$ cat src/rtl/multicycle_control_unit.sv
// Multi-cycle control unit: sequences each instruction through FETCH/DECODE/EXEC/MEM/WB
// and drives the datapath strobes with ready/valid handshakes to instruction and data memory.
//
// state  | meaning
// FETCH  | instr_req high; wait for instr_valid, latch opcode
// DECODE | alu_control / reg addresses valid; jump/branch asserted
// EXEC   | one cycle; route by class, finish BR/J/ILL
// MEM    | hold mem_ren or mem_wen until mem_ready
// WB     | rf_wen + pc_update for one cycle
module multicycle_control_unit #(
  parameter int   RADDR_W      = 2,
  parameter logic RESET_RF_WEN = 1'b0,
  localparam int  INSTR_W      = 4 + 2*RADDR_W
) (
  input  logic               clk,
  input  logic               reset,
  input  logic               instr_valid,
  input  logic [INSTR_W-1:0] instruction,
  input  logic               mem_ready,
  output logic               instr_req,
  output logic [3:0]         alu_control,
  output logic [RADDR_W-1:0] reg_addr1,
  output logic [RADDR_W-1:0] reg_addr2,
  output logic               jump,
  output logic               branch,
  output logic               mem_ren,
  output logic               mem_wen,
  output logic               rf_wen,
  output logic               pc_update,
  output logic               illegal,
  output logic               busy
);

  typedef enum logic [2:0] {S_FETCH, S_DECODE, S_EXEC, S_MEM, S_WB} state_t;
  typedef enum logic [2:0] {C_ALU, C_LD, C_ST, C_BR, C_J, C_JL, C_ILL} cls_t;

  state_t     state;
  logic [3:0] ir_op;
  cls_t       ir_cls;
  cls_t       in_cls;
  logic       pc_update_q;

  function automatic logic [3:0] dec_alu(input logic [3:0] op);
    case (op)
      4'b0110, 4'b0111, 4'b1000, 4'b1001: dec_alu = 4'b0000;
      4'b1010:                            dec_alu = 4'b0001;
      default:                            dec_alu = op;
    endcase
  endfunction

  function automatic cls_t dec_cls(input logic [3:0] op);
    case (op)
      4'b0100:          dec_cls = C_LD;
      4'b0101:          dec_cls = C_ST;
      4'b0110, 4'b0111: dec_cls = C_ILL;
      4'b1010, 4'b1011: dec_cls = C_BR;
      4'b1110:          dec_cls = C_J;
      4'b1111:          dec_cls = C_JL;
      default:          dec_cls = C_ALU;
    endcase
  endfunction

  assign ir_cls = dec_cls(ir_op);
  assign in_cls = dec_cls(instruction[INSTR_W-1 -: 4]);

  // A store finishes in the very cycle memory acknowledges, so its PC pulse cannot be registered.
  assign pc_update = pc_update_q | ((state == S_MEM) && (ir_cls == C_ST) && mem_ready);

  always_ff @(posedge clk) begin
    if (reset) begin
      state       <= S_FETCH;
      ir_op       <= '0;
      alu_control <= '0;
      reg_addr1   <= '0;
      reg_addr2   <= '0;
      jump        <= 1'b0;
      branch      <= 1'b0;
      mem_ren     <= 1'b0;
      mem_wen     <= 1'b0;
      rf_wen      <= RESET_RF_WEN;
      pc_update_q <= 1'b0;
      illegal     <= 1'b0;
      busy        <= 1'b0;
      instr_req   <= 1'b0;
    end else begin
      rf_wen      <= 1'b0;
      pc_update_q <= 1'b0;
      case (state)
        S_FETCH: begin
          if (instr_valid && instr_req) begin
            ir_op       <= instruction[INSTR_W-1 -: 4];
            alu_control <= dec_alu(instruction[INSTR_W-1 -: 4]);
            reg_addr1   <= instruction[2*RADDR_W-1 -: RADDR_W];
            reg_addr2   <= instruction[RADDR_W-1:0];
            jump        <= (in_cls == C_J) || (in_cls == C_JL);
            branch      <= (in_cls == C_BR);
            instr_req   <= 1'b0;
            busy        <= 1'b1;
            state       <= S_DECODE;
          end else begin
            instr_req <= 1'b1;
          end
        end
        S_DECODE: begin
          state <= S_EXEC;
          if (ir_cls == C_BR || ir_cls == C_J || ir_cls == C_ILL)
            pc_update_q <= 1'b1;
          if (ir_cls == C_ILL)
            illegal <= 1'b1;
        end
        S_EXEC: begin
          case (ir_cls)
            C_ALU, C_JL: begin
              rf_wen      <= 1'b1;
              pc_update_q <= 1'b1;
              state       <= S_WB;
            end
            C_LD: begin
              mem_ren <= 1'b1;
              state   <= S_MEM;
            end
            C_ST: begin
              mem_wen <= 1'b1;
              state   <= S_MEM;
            end
            default: begin
              jump      <= 1'b0;
              branch    <= 1'b0;
              busy      <= 1'b0;
              instr_req <= 1'b1;
              state     <= S_FETCH;
            end
          endcase
        end
        S_MEM: begin
          if (mem_ready) begin
            mem_ren <= 1'b0;
            mem_wen <= 1'b0;
            if (ir_cls == C_LD) begin
              rf_wen      <= 1'b1;
              pc_update_q <= 1'b1;
              state       <= S_WB;
            end else begin
              busy      <= 1'b0;
              instr_req <= 1'b1;
              state     <= S_FETCH;
            end
          end
        end
        S_WB: begin
          jump      <= 1'b0;
          branch    <= 1'b0;
          busy      <= 1'b0;
          instr_req <= 1'b1;
          state     <= S_FETCH;
        end
        default: state <= S_FETCH;
      endcase
    end
  end

endmodule
$ cat config.mk
export PLATFORM = sky130hd
export DESIGN_NAME = multicycle_control_unit
export DESIGN_NICKNAME = d
export VERILOG_FILES = /design/src/rtl/multicycle_control_unit.sv
export SDC_FILE = /design/constraint.sdc
export NUM_CORES = 1
export LEC_CHECK = 0
export ABC_AREA = 0
export BUFFER_PORTS_ARGS = -buffer_cell sky130_fd_sc_hd__buf_4
export CORE_MARGIN = 2
export CORE_UTILIZATION = 52
export DETAILED_ROUTE_END_ITERATION = 10
export PLACE_DENSITY = 0.77
export REMOVE_ABC_BUFFERS = 1
export SKIP_CTS_REPAIR_TIMING = 1
export SYNTH_ARGS = -nofsm -noshare
export SYNTH_HDL_FRONTEND = slang
export SYNTH_SLANG_ARGS = --single-unit
$ cat constraint.sdc
create_clock -name clk -period 1.8 [get_ports clk]
set_input_delay 0.09 -clock clk [delete_from_list [all_inputs] [get_ports clk]]
set_output_delay 0.09 -clock clk [all_outputs]
set_load 0.05 [all_outputs]
# [Word-level counts from Yosys, hierarchy flattened]
# Memory sizes are Yosys's and may differ from the RTL's. A register that Yosys moved wholly into a read port is not among the register bits.
# Cells that the tools add are included.
[totals] reg_bits=24 romBits=96 inputBits=12 out_inout_bits=17 wordCells=97 n_memories=2
[memory_table] name="(name not given)" words=16 width=3 rd=1 rd_ports_with_merged_regs=0 write_ports=0 line="52" text="case (op)"
[memory_table] name="(name not given)" words=16 width=3 rd=1 rd_ports_with_merged_regs=1 write_ports=0 line="52"
[op_classes] eq_ne=24 n_mux=33 n_bitwise=1 n_reduce_logical=23
[op_table] cell="equality test 3 bit, second input constant" count=6
[op_table] cell="two-way mux 1 bit" count=17
[op_table] cell="equality test 3 x 2 -> 1 bit, second input constant" count=5
[op_table] cell="equality test 4 bit, second input constant" count=3
[op_table] cell="inequality test 2 bit, second input constant" count=6
[op_table] cell="one-hot mux 3 bit (4 select lines)" count=1
[op_table] cell="two-way mux 3 bit" count=3
[op_table] cell="one-hot mux 1 bit (3 select lines)" count=3
[op_table] cell="AND reduction 3 bit" count=3
[op_table] cell="equality test 4 x 3 -> 1 bit, second input constant" count=2
[op_table] cell="two-way mux 4 bit" count=2
[op_table] cell="one-hot mux 1 bit (4 select lines)" count=2
[op_table] cell="one-hot mux 4 bit (2 select lines)" count=1
[op_table] cell="OR reduction 4 bit" count=2
[op_table] cell="equality test 3 x 1 -> 1 bit, second input constant" count=2
[op_table] cell="logical NOT 3 bit" count=2
[op_table] cell="one-hot mux 1 bit (2 select lines)" count=3
[op_table] cell="one-hot mux 3 bit (2 select lines)" count=1
[op_table] cell="AND reduction 2 bit" count=3
[op_table] cell="AND reduction 5 bit" count=1
[op_table] cell="AND reduction 4 bit" count=1
[op_table] cell="nonzero test 4 bit" count=1
[op_table] cell="OR reduction 2 bit" count=2
[op_table] cell="logical AND 1 bit" count=3
[op_table] cell="4 further kinds" count=6

# [Longest topological paths before layout]
# Gate-level depths: netlist (run 1).
[logic_depth] depth_word=5 ltp_mapped=7 mapped_depth_nobuf=5

# [Worst setup path before layout (run 1)]
# OpenSTA, ideal clock, no wires.
[synth_timing] path_type="reg2out" start="register state[1]" end="output port pc_update" t_arrival_ns=2.063 t_required_ns=1.710 slack_ns=-0.353 stages_incl_launch_ff=5 n_path_buf=2 path_cell_list="dfxtp_1 buf_6 clkbuf_1 nand4b_1 o31ai_1"
[synth_between] elab_chain_cells=4
[synth_lines] item="from (decl)" line="37" text="state_t state;"
[synth_lines] item="from (signal assigned)" line="71" text="state <= S_FETCH;"
[synth_lines] item="from (signal assigned)" line="99" text="state <= S_DECODE;"
[synth_lines] item="from (signal assigned)" line="105" text="state <= S_EXEC;"
[synth_lines] item="equality test 3 x 2 -> 1 bit" line="67" text="assign pc_update = pc_update_q | ((state == S_MEM) && (ir_cls == C_ST) && mem_ready);"
[synth_lines] item="logical AND 1 bit (2 in series)" line="67"
[synth_lines] item="OR 1 bit" line="67"
[synth_lines] item="to (decl)" line="29" text="output logic pc_update,"
# Every way passes these cells.

# [Final worst setup path (run 1)]
[layout_timing] start="register instr_req" end="register ir_cls[1] (netlist name)"
[layout_between] elab_chain_cells=4
[layout_lines] item="from (decl)" line="20" text="output logic instr_req,"
[layout_lines] item="from (signal assigned)" line="84" text="instr_req <= 1'b0;"
[layout_lines] item="from (signal assigned)" line="97" text="instr_req <= 1'b0;"
[layout_lines] item="from (signal assigned)" line="101" text="instr_req <= 1'b1;"
[layout_lines] item="logical AND 1 bit" line="90" text="if (instr_valid && instr_req) begin"
[layout_lines] item="AND reduction 2 bit (no line)"
[layout_lines] item="two-way mux 4 bit (no line) (2 in series)"
# Every way passes these cells.
# A chain may end at the register's enable or synchronous reset.

==> results of run 1 <==
## registers in the layout, indices dropped and copies added, names as in the netlist, 2 cells and up
| name | count |
|---|---|
| state | 3 |
| reg_addr1 | 2 |
| alu_control | 4 |
| reg_addr2 | 2 |
| ir_op | 4 |
| ir_cls | 3 |
## final timing paths
check | startpoint | endpoint | slack (ns) | depth (start not counted)
worst min-delay path | instruction[4] | ir_op[0] | 0.06 | 3
worst min register to register | alu_control[2] | alu_control[2] | 0.47 | 2
worst max register to register | instr_req | ir_cls[1] | 0.09 | 6
worst max-delay path | instr_req | ir_cls[1] | 0.09 | 6
## through the flow
step | TNS (ns) | total power [mW]
2_1_floorplan | -1.54 | 0.903
5_1_grt | 0 | 1.36
4_1_cts | 0 | 1.29
3_5_place_dp | 0 | 1.02
3_3_place_gp | 0 | 1.01
6_report | 0 | 1.29
## critical path: stages (launching register included)
cell	delay [ns]
dfxtp_1	0.42
nand2_1	0.13
nor4_2	0.19
buf_4	0.24
mux2i_2	0.29
nor2_1	0.09
a32o_1	0.25
## Yosys cell counts, types with 3 or more instances
master,instances
dfxtp_1,27
nand2_1,19
a21oi_1,17
nor2_1,17
clkbuf_1,6
nand2b_1,6
nor3_1,6
mux2i_1,5
inv_1,4
buf_2,3
nor2b_1,3
nor4_1,3
## logic make-up (layout without fill, tap and decap cells)
kind of cell / after synthesis / count (layout) / share of synthesized area
flip-flops: 27 / 27 / 0.409
XOR/XNOR: 2 / 2 / 0.0133
AND/OR/NAND/NOR: 67 / 67 / 0.272
multiplexers: 7 / 7 / 0.0569
AO/OA/AOI/OAI: 39 / 39 / 0.191
buffers and inverters: 15 / 46 / 0.0569
## report_power, final
part           internal, mW  switching (mW)  leakage (nW)
Clock                0.0869           0.181        0.0150
Combinational         0.147           0.215         0.429
Sequential            0.633          0.0317         0.220
## metal layers
metal / vias to the layer above / track usage / part of all wire
met5: - / 0 / 0
met3: 4 / 0.0383 / 0.047
met4: 0 / 0.0958 / 0.0091
met1: 583 / 0.304 / 0.45
met2: 35 / 0.327 / 0.49
li1: 623 / - / -
## cell type report
| cell class | count | area [sq um] | share of cell area |
|---|---|---|---|
| flip-flops and latches | 27 | 542 | 0.331 |
| clock buffers | 4 | 26.3 | 0.0160 |
| multi-input cells | 115 | 722 | 0.441 |
| well taps | 30 | 37.5 | 0.0229 |
| inverters | 4 | 15.0 | 0.00917 |
| repair buffers | 38 | 295 | 0.180 |
==> qor.txt, run 1 <==
Min Hold Slack: 0.0555 ns
Main flop type after synthesis: dfxtp_1
Hold Vio Cnt, Final: 0
Skew-Pair Late Insertion Delay: 0.33 ns
Sink Count: 27
Final setup vio count: 0
Mapped Area: 1320 sq um
Largest area contributor in the synthesized netlist: dfxtp_1
Achievable Freq: 0.586 GHz
Synth-to-layout area growth: 24.1%
HP Class: in -> reg
WP data arrival: 1.95 ns
Area contributors post-synth: dfxtp_1, a21oi_1, nand2_1
Chip width: 54.4 microns
Router iterations before antenna repair: 4
Final Non-Filler Cells: 218
Commonest cells after routing, fill and taps aside: buf_4, dfxtp_1, nand2_1
Htree depth: 1
RSZ-0062 raised after global routing: false
Slew Limit Fails: 0
Share of layout cells above drive strength 1: 0.250
Most common cell after layout, fill and taps aside: buf_4
Power Density: 790 nW/um^2
Antenna diode count: 0
Die ar.: 2960 sq um
Vias in the first global route: 1050
Setup WS post-layout: 0.0930 ns
Drt initial violations: 29
Place WS: 0.116 ns
Final WL: 3070 microns
CP max FO: 10
Die Height: 54.4 microns
Finished Cell Area: 1640 sq um
Remaining antenna violation count after routing: 0
Synth Register Bits: 27
CTS root buf: clkbuf_4
Fin util: 0.673
DP HPWL: 2170 microns
CTS tree: done
GRT Resource Usage Total: 0.218
Largest net degree at the start of global routing: 24
Placed Area: 1550 sq um
Post-synthesis async set-or-reset flop share: 0
DRC viols: 0
Clock Tree Buf Depth: 2
CP Launch Type: register
Via count: 1245
Dpl cells: 210
Measured slew at the worst slew-check pin: 0.404 ns
Global route total overflow: 0
Outcome: complete, no violations
Synth unique cells: 43
Final Cycle Share: 0.948
Skew final: 0.0126 ns
Initial core utilization: 0.543
Clk pin slew, worst setup/hold paths: 0.15 ns
Site Rows: 18
EDFF count, synth: 0
Peak supply drop: 0.709 mV
CP Capture Type: register
CP required: 2.04 ns
Minimum clock period after layout: 1.71 ns
Max-cap violations: 0
Leak pwr: 0.664 nW
Cell count after synthesis: 157
Via density: 5.71
Sequential fraction of the synthesis area: 0.409
Total CTS buffers: 3
Crit path kind: reg -> reg
First-pass GRT wire length: 4710 microns
Top Ports: 29
Initial antenna violation count: 0
Placer Congestion: 0.871
Slew margin rel.: 0.727
WL/cell: 14.1 microns
Syn. warnings: 0
Nets: 201
Area share of the largest cell type after synthesis: 0.409
Port-buffer cells: 28
Core Area: 2430 sq um
Avg Inst Size Synth: 8.41 sq um
Filler instances: 214
(Power assumes the default switching activity.)
==> run 2: changes to the inputs <==
--- a/config.mk
+++ b/config.mk
@@ -5,12 +5,12 @@
 export SDC_FILE = /design/constraint.sdc
 export NUM_CORES = 1
 export LEC_CHECK = 0
-export ABC_AREA = 0
+export ABC_AREA = 1
 export BUFFER_PORTS_ARGS = -buffer_cell sky130_fd_sc_hd__buf_4
 export CORE_MARGIN = 2
-export CORE_UTILIZATION = 52
+export CORE_UTILIZATION = 53
 export DETAILED_ROUTE_END_ITERATION = 10
-export PLACE_DENSITY = 0.77
+export PLACE_DENSITY = 0.78
 export REMOVE_ABC_BUFFERS = 1
 export SKIP_CTS_REPAIR_TIMING = 1
 export SYNTH_ARGS = -nofsm -noshare
==> run 2 against run 1 <==
Sequential cell count stayed put. Worst setup slack better by 0.12 ns. Highest routed layer unchanged. Total power up 70%. Core utilization is 2.2 points lower. Clock skew decreased by 0.0091 ns. Critical path depth unchanged. Clock power down 6%. Critical endpoint is now pc_update. Combinational power grew to 3.1 times the previous value. Largest power group is now combinational logic. Clock-buffer cell count is the same.
==> qor.txt, run 2 <==
Cell count after synthesis: 194
Vias in the first global route: 1018
HP Class: in -> reg
Sequential fraction of the synthesis area: 0.409
Synth Register Bits: 27
DP HPWL: 2160 microns
WL/cell: 10.8 microns
Commonest cells in the netlist: nand2_1, nor2_1, dfxtp_1, inv_1, a21oi_1
Finished Cell Area: 1570 sq um
Remaining antenna violation count after routing: 0
Leak pwr: 0.783 nW
CP cell instances: inv_2 -> nand3_1 -> inv_1 -> nand2_1 -> o21bai_1 -> buf_4
CTS tree: done
DRC viols: 0
Chip width: 54.0 microns
Share of layout cells above drive strength 1: 0.215
Avg Inst Size Synth: 6.82 sq um
Hold Vio Cnt, Final: 0
Filler instances: 191
Biggest regs: alu_control: 4 flops, ir_op: 4 flops
GRT Resource Usage Total: 0.200
Synth unique cells: 23
Minimum clock period after layout: 1.59 ns
Most common cell after layout, fill and taps aside: nand2_1
Top Ports: 29
Sink Count: 27
Mapped Area: 1320 sq um
Place WS: 0.355 ns
Fin util: 0.652
Router iterations before antenna repair: 4
Drt initial violations: 38
Reg area: 541 sq um
Via count: 1241
Main flop type after synthesis: dfxtp_1
Post-synthesis async set-or-reset flop share: 0
RSZ-0062 raised after global routing: false
CTS root buf: clkbuf_4
Clock Tree Buf Depth: 2
Initial core utilization: 0.549
Antenna diode count: 0
Setup TNS: 0 ns
Peak supply drop: 0.979 mV
Slew Limit Fails: 0
CP max FO: 9
Commonest cells after routing, fill and taps aside: nand2_1, nor2_1, buf_4
Multi-input gate area: 646 sq um
Final setup vio count: 0
EDFF count, synth: 0
Most frequent cell after synthesis: nand2_1
Largest area contributor in the synthesized netlist: dfxtp_1
Crit path kind: reg -> out
CP Capture Type: output pin
Measured slew at the worst slew-check pin: 0.429 ns
Via density: 4.91
CP required: 1.71 ns
Placed Area: 1540 sq um
Die ar.: 2910 sq um
Site Rows: 18
Clk pin slew, worst setup/hold paths: 0.14 ns
Total CTS buffers: 3
Skew-Pair Late Insertion Delay: 0.31 ns
Skew final: 0.00353 ns
Die Height: 54.0 microns
Max-cap violations: 0
Nets: 236
Synth-to-layout area growth: 18.7%
First-pass GRT wire length: 4210 microns
Area share of the largest cell type after synthesis: 0.409
Core Area: 2410 sq um
Power Density: 1400 nW/um^2
Final WL: 2740 microns
Critical Path Slowest Stage Cell: dfxtp_1
Placer Congestion: 0.911
Slew margin rel.: 0.714
WP data arrival: 1.50 ns
Largest net degree at the start of global routing: 16
Crit-path max cell delay: 0.37 ns
Achievable Freq: 0.629 GHz
Htree depth: 1
Syn. warnings: 0
Final Cycle Share: 0.883
Area contributors post-synth: dfxtp_1, nand2_1, nor2_1
Global route total overflow: 0
Port-buffer cells: 28
Outcome: complete, no violations
Setup WS post-layout: 0.211 ns
Initial antenna violation count: 0
CP Launch Type: register
[run 2: worst paths after layout]
path | startpoint | end | slack [ns] | depth (start not counted)
hold reg to reg | illegal | illegal | 0.47 | 2
setup reg to reg | state[0] | ir_cls[0] | 0.33 | 8
setup / recovery | state[2] | pc_update | 0.21 | 6
hold / removal | instruction[0] | reg_addr2[0] | 0.03 | 3
[run 2: logic make-up after synthesis]
logic type,synth area share
simple gates,0.399
flops,0.409
buf+inv,0.103
compound gates,0.0889
[run 2: layout make-up]
type | instances | area share
well taps | 30 | 0.0239
multi-input cells | 135 | 0.411
clock buffers | 4 | 0.0167
flip-flops and latches | 27 | 0.344
inverters | 29 | 0.0701
repair buffers | 28 | 0.134
[run 2: stage by stage]
stage          total power, mW  std cells  hold WS (ns)
6_report                  2.20        253        0.0262
5_1_grt                   2.36        253       0.00798
4_1_cts                   2.22        253       0.00870
3_5_place_dp              1.96        249         0.362
3_3_place_gp              1.92        249         0.346
2_1_floorplan             1.68        191         0.159
[run 2: where the power goes]
part	internal, mW	switching (mW)
combinational	0.353	0.788
sequential	0.721	0.0885
clock	0.0864	0.163
total	1.16	1.04
[run 2: routing by layer]
metal | global-route usage | part of all wire | vias up
met5 | 0 | 0 | -
met4 | 0.0726 | 0.0055 | 0
met3 | 0.0250 | 0.043 | 2
met2 | 0.313 | 0.49 | 27
met1 | 0.281 | 0.46 | 546
li1 | - | - | 666
[run 2: critical path, delay by kind of cell, from the launching register on]
kind	cells	cell delay (ns)
AO/OA/AOI/OAI	1	0.12
buffers and inverters	3	0.48
flip-flops	1	0.37
AND/OR/NAND/NOR	2	0.21
